## src/rtl/seat_alloc.sv

```systemverilog
// Seat allocation controller: books seats by round-robin scan over a req/ack
// handshake, frees seats on release strobes and drives the occupancy vector.
module seat_alloc #(
    parameter int unsigned NSEAT = 5,
    localparam int unsigned IW = $clog2(NSEAT),
    localparam int unsigned CW = $clog2(NSEAT + 1)
) (
    input  logic             i_clk,
    input  logic             i_rst,
    input  logic             i_book,
    output logic             o_book_ack,
    output logic [IW-1:0]    o_book_seat,
    input  logic             i_release,
    input  logic [IW-1:0]    i_release_seat,
    output logic [NSEAT-1:0] o_seat,
    output logic             o_full,
    output logic [CW-1:0]    o_count,
    output logic             o_err
);

    typedef enum logic [1:0] {StIdle, StScan, StAck, StWait} state_t;

    localparam logic [NSEAT-1:0] OneHot0 = {{(NSEAT-1){1'b0}}, 1'b1};

    state_t           state;
    logic [IW-1:0]    ptr;
    logic [IW-1:0]    ptr_inc;
    logic [NSEAT-1:0] rel_mask;
    logic [NSEAT-1:0] grant_mask;
    logic [NSEAT-1:0] seat_next;
    logic             rel_hit;
    logic             rel_err;
    logic             book_reject;
    logic             grant;

    // Release/grant decode and next occupancy; an out-of-range release index
    // shifts the mask to zero, so it can never hit and is reported as an error.
    always_comb begin
        rel_mask    = OneHot0 << i_release_seat;
        grant_mask  = OneHot0 << ptr;
        rel_hit     = i_release && (|(o_seat & rel_mask));
        rel_err     = i_release && !rel_hit;
        book_reject = (state == StIdle) && i_book && o_full;
        grant       = (state == StScan) && !o_seat[ptr];
        ptr_inc     = (ptr == IW'(NSEAT - 1)) ? '0 : ptr + 1'b1;
        seat_next   = (o_seat & ~(rel_hit ? rel_mask : '0)) | (grant ? grant_mask : '0);
    end

    // Status outputs derived from the registered occupancy vector.
    always_comb begin
        o_full  = &o_seat;
        o_count = '0;
        for (int n = 0; n < NSEAT; n++) begin
            o_count = o_count + CW'(o_seat[n]);
        end
        o_book_ack = (state == StAck);
    end

    // Booking FSM, occupancy register and error pulse.
    always_ff @(posedge i_clk) begin
        if (i_rst) begin
            state       <= StIdle;
            ptr         <= '0;
            o_seat      <= '0;
            o_book_seat <= '0;
            o_err       <= 1'b0;
        end else begin
            o_seat <= seat_next;
            o_err  <= rel_err | book_reject;
            unique case (state)
                StIdle: begin
                    if (i_book && !o_full) state <= StScan;
                end
                StScan: begin
                    ptr <= ptr_inc;
                    if (grant) begin
                        o_book_seat <= ptr;
                        state       <= StAck;
                    end
                end
                StAck: begin
                    state <= StWait;
                end
                StWait: begin
                    // Hold until the request drops so one request books once.
                    if (!i_book) state <= StIdle;
                end
                default: begin
                    state <= StIdle;
                end
            endcase
        end
    end

endmodule

```

## config.mk

```make
export PLATFORM = sky130hd
export DESIGN_NAME = seat_alloc
export DESIGN_NICKNAME = d
export VERILOG_FILES = /design/src/rtl/seat_alloc.sv
export SDC_FILE = /design/constraint.sdc
export NUM_CORES = 1
export LEC_CHECK = 0
export CAP_MARGIN = 10
export CORE_MARGIN = 3
export CORE_UTILIZATION = 56
export CTS_BUF_LIST = sky130_fd_sc_hd__clkbuf_8
export CTS_CLUSTER_SIZE = 28
export DETAILED_ROUTE_END_ITERATION = 10
export GPL_TIMING_DRIVEN = 0
export PLACE_DENSITY = 0.9
export SYNTH_ARGS = -nofsm -noshare
export SYNTH_HDL_FRONTEND = slang
export SYNTH_SLANG_ARGS = --single-unit
```

## constraint.sdc

```tcl
create_clock -name i_clk -period 3.02 [get_ports i_clk]
set_input_delay 0.604 -clock i_clk [delete_from_list [all_inputs] [get_ports i_clk]]
set_output_delay 0.604 -clock i_clk [all_outputs]
set_load 0.005 [all_outputs]
```

# Yosys cells after proc, flatten, opt, wreduce, memory -nomap -nowiden
# Index checks and enable logic that the tools add are counted.
[classes]
addsub = 5
n_lt_le_gt_ge = 1
n_eq_ne = 7
n_shift = 2
n_mux = 9
bitwise = 5
n_reduce_logical = 14
[ops]
columns = ["op", "count"]
rows = [
  ["bitwise AND 5 bit", 2],
  ["two-way mux 5 bit", 2],
  ["<< shifter 1 x 3 -> 5 bit (first input constant)", 2],
  ["case mux 2 bit (4 select lines)", 1],
  ["adder 3 x 1 -> 3 bit", 2],
  ["logical AND 1 bit", 6],
  ["two-way mux 2 bit", 3],
  ["NOT 5 bit", 1],
  ["bitwise OR 5 bit", 1],
  ["AND reduction 5 bit", 1],
  ["OR reduction 5 bit", 1],
  ["equality test 2 bit (second input constant)", 2],
  ["< comparator 3 x 4 -> 1 bit (second input constant)", 1],
  ["!= test 2 bit (second input constant)", 2],
  ["adder 2 x 1 -> 3 bit", 1],
  ["adder 3 x 1 -> 3 bit (second input constant)", 1],
  ["binary-select mux 1 bit (select 3 bit)", 1],
  ["equality test 3 bit (second input constant)", 1],
  ["zero test 1 bit", 3],
  ["two-way mux 3 bit", 1],
  ["AND reduction 3 bit", 1],
  ["adder 1 x 1 -> 2 bit", 1],
  ["equality test 2 x 1 -> 1 bit (second input constant)", 1],
  ["zero test 2 bit", 1],
  ["other kinds (4)", 4],
]
[word_totals]
register_bits = 14
in_bits = 7
out_inout_bits = 14

# Logic depth before layout (Yosys ltp)
# Gate-level depths: netlist (run 1).
[depth]
depth_word = 8
depth_mapped = 6
depth_no_buf = 6

# Least setup slack after synthesis (run 1)
# No wires, ideal clock.
[synth_timing]
path_type = "register to output"
startpoint = "register o_seat[1]"
endpoint = "output o_count[1]"
arrival_ps = 1525
t_required_ps = 2416
slack_ps = 891
stages_incl_launch_ff = 4
path_buffers = 0
cell_sequence = "dfxtp_1 -> fa_1 -> fa_1 -> ha_1"
[synth_via]
elab_chain_cells = 4
[synth_rtl]
columns = ["element", "line_no", "source"]
rows = [
  ["start, declared", "15", "output logic [NSEAT-1:0] o_seat,"],
  ["start signal, assigned", "68", "o_seat <= seat_next;"],
  ["adder 1 x 1 -> 2 bit", "54", "o_count = o_count + CW'(o_seat[n]);"],
  ["adder 2 x 1 -> 3 bit", "54", ""],
  ["adder 3 x 1 -> 3 bit (2 in series)", "54", ""],
  ["end, declared", "17", "output logic [CW-1:0] o_count,"],
]
# No other way between the ends.

# Worst setup path after layout (run 1)
# Same ends and word-level chain as after synthesis.

==> flow_summary.toml, run 1 <==
[outcome]
status = "finished clean"

[power_and_ir_drop]
p_seq_share_pct = 32.9
vdd.ir_drop.worst_mv = 0.622
p_total_w = 0.000827
clockPowerShare_pct = 22.4
p_leak_nw = 0.479
p_sw_share_pct = 36.3
switchingPower_w = 0.000300
power_density_nw_per_um2 = 677
internal-power_w = 0.000526
p_comb_share_pct = 44.7

[min_path]
hold_path.class = "reg2reg"
hold_path.startpoint = "o_book_seat[0]"
whs_endpoint = "o_book_seat[0]"
hold_depth = 2

[routing]
avgRoutedWirePerCell_um = 15.0
drt_iter0_drc = 11
num_vias = 829
routed_via_density = 5.84
routed_wl_um = 2130
ant_nets = 0
drtPass1Iterations = 4
drc = 0

[global_routing]
antenna_found_initial = 0
first_global_vias = 774
grtUsageTotal_pct = 21.9
grt_overflow_total = 0
grt_first_pass_wirelength_um = 3420
grt_max_degree = 11

[timing]
fin_tns_setup_ns = 0
tightest_slew_ns = 0.530
setup_violations = 0
slew_headroom_pct = 64.4
fin_crit_sh_pct = 95.0
fin_skew_ns = 0.00646
rsz0062_at_grt = "false"
period_minus_slack_ns = 2.87
slew_violations = 0
hold_viol_final = 0
max_freq_mhz = 348
setup_slack_ns = 0.150

[layout]
utilization_pct = 78.3
final_common_cell = "clkdlybuf4s50_1"
final_area_um2 = 1220
area_delta_synth_final_pct = 26.9
final_nets = 148
insertedDiodeCount = 0
final_cell_mix = "clkdlybuf4s50_1 (18), ha_1 (12), nor2_1 (11), dfxtp_1 (11), inv_1 (9)"
drive_above_1_share_pct = 11.1

[logic_synthesis]
ys_warn_count = 0
synth-seq-cells = 14
syn_nets = 125
ys_seq_area_share_pct = 29.1
synth_top_family_by_area = "simple AND/OR/NAND/NOR gates"
synth_area_um2 = 962
syn-mean-instance-area_um2 = 9.25
synthSimpleGateAreaFrac_pct = 21.8
netlist_instances = 104
synthAdderAreaFrac_pct = 19.8
synth_compound_area_share_pct = 12.9
ys_types = 32
synth_mux_area_share_pct = 10.8
synth-xor-area-share_pct = 0

[placement]
dp_hpwl_um = 1510
portBuffers = 18
place_ws_ns = 0.298
placed_cell_area_um2 = 1160
gp_congestion = 0.820

[clock_tree]
clk_latency_ns = 0.25
postCtsHoldBufs = 0
cts_setup_buffers = 0
root_buffer = "clkbuf_8"
cts_tree = "yes"
cts_htree_levels = 1
path_clk_slew_ns = 0.05
cts.sinks = 14
numCtsBuffers = 3
clockBufferDepth = 2

[critical_path]
end_kind = "output pin"
crit_chain = "fa_1 > fa_1 > ha_1 > clkdlybuf4s50_1"
critical_path_class = "reg2out"
cp-startpoint = "o_seat[1]"
reg2reg_from = "ptr[0]"
regToRegEndpoint = "o_seat[1]"
rr_worst_depth = 4
max_stage_delay_ns = 0.50
reg2reg_slack_ns = 1.17
required_ns = 2.42
start_kind = "flop"
crit_fanout = 7
timing.critical_path.arrival_ns = 2.27
cpMostUsedCell = "fa_1"
crit_slowest_cell = "clkdlybuf4s50_1"

[floorplan]
die_w_um = 47.5
dieHeight_um = 47.5
ioPinCount = 21
coreArea_um2 = 1560
start_util_pct = 61.7
row_count = 14
dieArea_um2 = 2250

[run]
cap_violations = 0
[what timing repair did]
item	4_1_cts	5_1_grt
endpoints found under the hold margin	0	0
resized for setup	0	3
endpoints found under the setup margin	0	1
[area by class of cell]
type	count	area, um^2
clock buffers	4	55.1
well taps	16	20.0
multi-input cells	76	628
inverters	9	33.8
fillers	99	338
repair buffers	18	180
plain buffers	5	20.0
flip-flops and latches	14	284
[flip-flops by register name, indices dropped and copies added (netlist names)]
name / cells
o_seat: 5
state: 2
ptr: 3
o_err: 1
o_book_seat: 3
[metrics by stage]
stage / hold slack (ns) / std cells
final: 0.493 / 142
after global routing: 0.531 / 142
after CTS: 0.505 / 142
after detailed placement: 0.485 / 138
after global placement: 0.478 / 138
after floorplan: 0.481 / 104
[cell families after synthesis]
logic type      after synthesis
simple gates                 37
mux                           9
flops                        14
buf+inv                      14
compound gates               16
fa+ha+maj                    14
[worst max-delay path: cells and delay by family, from the launching register on]
family / cells / cell delay [ns]
buffers and inverters: 1 / 0.50
adders and majority gates: 3 / 1.12
DFF: 1 / 0.41
[Yosys cell counts]
master / n / area share [%]
nand3_1: 1 / 0.52
a211oi_4: 1 / 2.1
a2111oi_2: 1 / 1.6
nor4b_1: 2 / 1.8
ha_1: 12 / 16
nor3_1: 2 / 1.0
nand4_1: 1 / 0.65
inv_1: 9 / 3.5
dfxtp_1: 14 / 29
clkbuf_1: 4 / 1.6
a22oi_1: 2 / 1.6
fa_1: 2 / 4.2
a32oi_1: 1 / 0.91
or4_1: 1 / 0.78
and2_1: 1 / 0.65
mux2i_1: 7 / 7.3
or3b_2: 1 / 0.91
buf_2: 1 / 0.52
and4_1: 1 / 0.91
nor2_1: 11 / 4.3
o21bai_1: 1 / 0.78
a21oi_1: 6 / 3.1
nand2_1: 5 / 2.0
o41ai_1: 2 / 1.8
nand3b_1: 4 / 3.1
o21ai_0: 2 / 1.0
mux4_2: 1 / 2.3
and4bb_2: 1 / 1.3
or3_1: 1 / 0.65
mux2_2: 1 / 1.2
nand2b_1: 4 / 2.6
nor4_1: 1 / 0.65
[per-layer routing]
| metal | part of all wire, % | vias up | global-route usage (%) |
|---|---|---|---|
| met5 | 0 | - | 0 |
| met4 | 2.3 | 0 | 10.5 |
| met3 | 4.4 | 7 | 6.02 |
| met2 | 51 | 23 | 37.2 |
| met1 | 42 | 388 | 25.3 |
| li1 | - | 411 | - |
[how the worst max path moves through the flow]
stage / slack (ns) / end
finish: 0.15 / o_count[1]
global route: 0.06 / o_count[1]
CTS: 0.03 / o_count[1]
detailed placement: 0.30 / o_count[1]
global placement: 0.34 / o_count[1]
floorplan: 0.89 / o_count[1]
[power by group through the flow]
stage | sequential (W) | combinational (W) | clock [W]
floorplan | 0.000267 | 0.000241 | 0
global placement | 0.000275 | 0.000344 | 0
detailed placement | 0.000275 | 0.000355 | 0
CTS | 0.000272 | 0.000373 | 0.000184
global route | 0.000281 | 0.000414 | 0.000192
finish | 0.000272 | 0.000369 | 0.000185
(Power assumes the default switching activity.)
==> run 2, diff against run 1 <==
Settings changed: SETUP_SLACK_MARGIN set to 0.5.
==> flow_summary.toml, run 2 (same netlist as run 1, synthesis figures left out) <==
[outcome]
status = "finished clean"

[global_routing]
antenna_found_initial = 0
grtUsageTotal_pct = 22.5
first_global_vias = 778
grt_max_degree = 11
grt_first_pass_wirelength_um = 3510
grt_overflow_total = 0

[routing]
drc = 0
avgRoutedWirePerCell_um = 14.8
num_vias = 844
routed_via_density = 5.86
drt_iter0_drc = 13
ant_nets = 0
routed_wl_um = 2130
drtPass1Iterations = 4

[layout]
regMostFlops = "o_seat"
top_regs = "o_seat: 5 flops, o_book_seat: 3 flops, ptr: 3 flops"
final_nets = 150
final_common_cell = "clkdlybuf4s50_1"
insertedDiodeCount = 0
area_delta_synth_final_pct = 28.7
drive_above_1_share_pct = 14.1
largest_register_ffs = 5
final_cell_mix = "clkdlybuf4s50_1 (15), ha_1 (12), nor2_1 (11), dfxtp_1 (11), inv_1 (9)"

[critical_path]
crit_slowest_cell = "fa_1"
start_kind = "flop"
crit_fanout = 2
crit_chain = "fa_1 > fa_2 > ha_1 > dlygate4sd2_1"
critical_path_class = "reg2out"
cp.buffers_inverters = 1
timing.critical_path.arrival_ns = 1.85
crit_family = "adder cells"
end_kind = "output pin"
max_stage_delay_ns = 0.49
cp-startpoint = "o_seat[1]"
reg2reg_from = "o_seat[1]"
required_ns = 2.42

[min_path]
hold_path.startpoint = "o_book_seat[0]"
hold_path.class = "reg2reg"

[timing]
slew_violations = 0
setup_slack_ns = 0.568
hold_viol_final = 0
fin_skew_ns = 0.00604
period_minus_slack_ns = 2.45
tightest_slew_ns = 0.536
rsz0062_at_grt = "false"
setup_violations = 0
fin_crit_sh_pct = 81.2
max_freq_mhz = 408
slew_headroom_pct = 64.0
fin_tns_setup_ns = 0

[floorplan]
start_util_pct = 61.7
die_w_um = 47.5
row_count = 14
dieHeight_um = 47.5
ioPinCount = 21
dieArea_um2 = 2250
coreArea_um2 = 1560

[clock_tree]
postCtsHoldBufs = 0
cts.sinks = 14
cts_htree_levels = 1
numCtsBuffers = 3
clk_latency_ns = 0.25
path_clk_slew_ns = 0.05
clockBufferDepth = 2
cts_tree = "yes"
root_buffer = "clkbuf_8"

[power_and_ir_drop]
p_leak_nw = 0.499
power_density_nw_per_um2 = 664
vdd.ir_drop.worst_mv = 0.613

[placement]
portBuffers = 18
gp_congestion = 0.820
dp_hpwl_um = 1510
place_ws_ns = 0.298

[run]
cap_violations = 0
==> run 2: report_power, final <==
group | leakage [nW] | total (W) | internal, W | switching, W
logic | 0.353 | 0.000369 | 0.000182 | 0.000187
clock network | 0.0288 | 0.000182 | 0.000116 | 0.0000667
registers | 0.116 | 0.000271 | 0.000227 | 0.0000442
total | 0.499 | 0.000822 | 0.000524 | 0.000298
==> run 2: path summary, 6_finish.rpt <==
| path | to | slack (ns) | cells past startpoint |
|---|---|---|---|
| min | o_book_seat[0] | 0.49 | 2 |
| min reg2reg | o_book_seat[0] | 0.49 | 2 |
| max | o_count[2] | 0.57 | 4 |
| max reg2reg | state[0] | 1.15 | 6 |
==> run 2: area by class of cell <==
type,instances,area (um^2)
inverter,9,33.8
tap,16,20.0
buffer,5,20.0
timing repair buffer,20,188
multi-input combinational,76,631
sequential,14,292
fill,99,320
clock buffer,4,55.1
==> run 2: worst register-to-register path: cells and delay by family (launching register included) <==
kind	cells	cell delay, ns
buffers and inverters	1	0.15
flip-flops	1	0.34
AND/OR/NAND/NOR	2	0.39
multiplexers	1	0.25
AO/OA/AOI/OAI	1	0.50
adder cells (fa/ha/maj)	1	0.17
==> run 2: what timing repair did <==
action	4_1_cts	5_1_grt
pin swaps	1	1
setup endpoints to repair	3	1
gates resized for setup	10	2
buffers inserted	2	0
==> run 2: metrics by stage <==
step | power, W | std cells | instance area [um^2] | util, % | hold slack [ns]
floorplan | 0.000508 | 104 | 962 | - | 0.481
global placement | 0.000618 | 138 | 1160 | 74.6 | 0.478
detailed placement | 0.000630 | 138 | 1160 | 74.6 | 0.485
CTS | 0.000829 | 144 | 1240 | 79.7 | 0.505
global route | 0.000886 | 144 | 1240 | 79.5 | 0.531
finish | 0.000822 | 144 | 1240 | 79.5 | 0.492
==> run 2: routing by layer <==
layer  track usage (%)  up-vias  routed length [um]
li1                  -      415                   -
met1              26.8      391                 901
met2              36.9       29                1060
met3              6.02        9                 106
met4              11.6        0                  66
met5                 0        -                   0
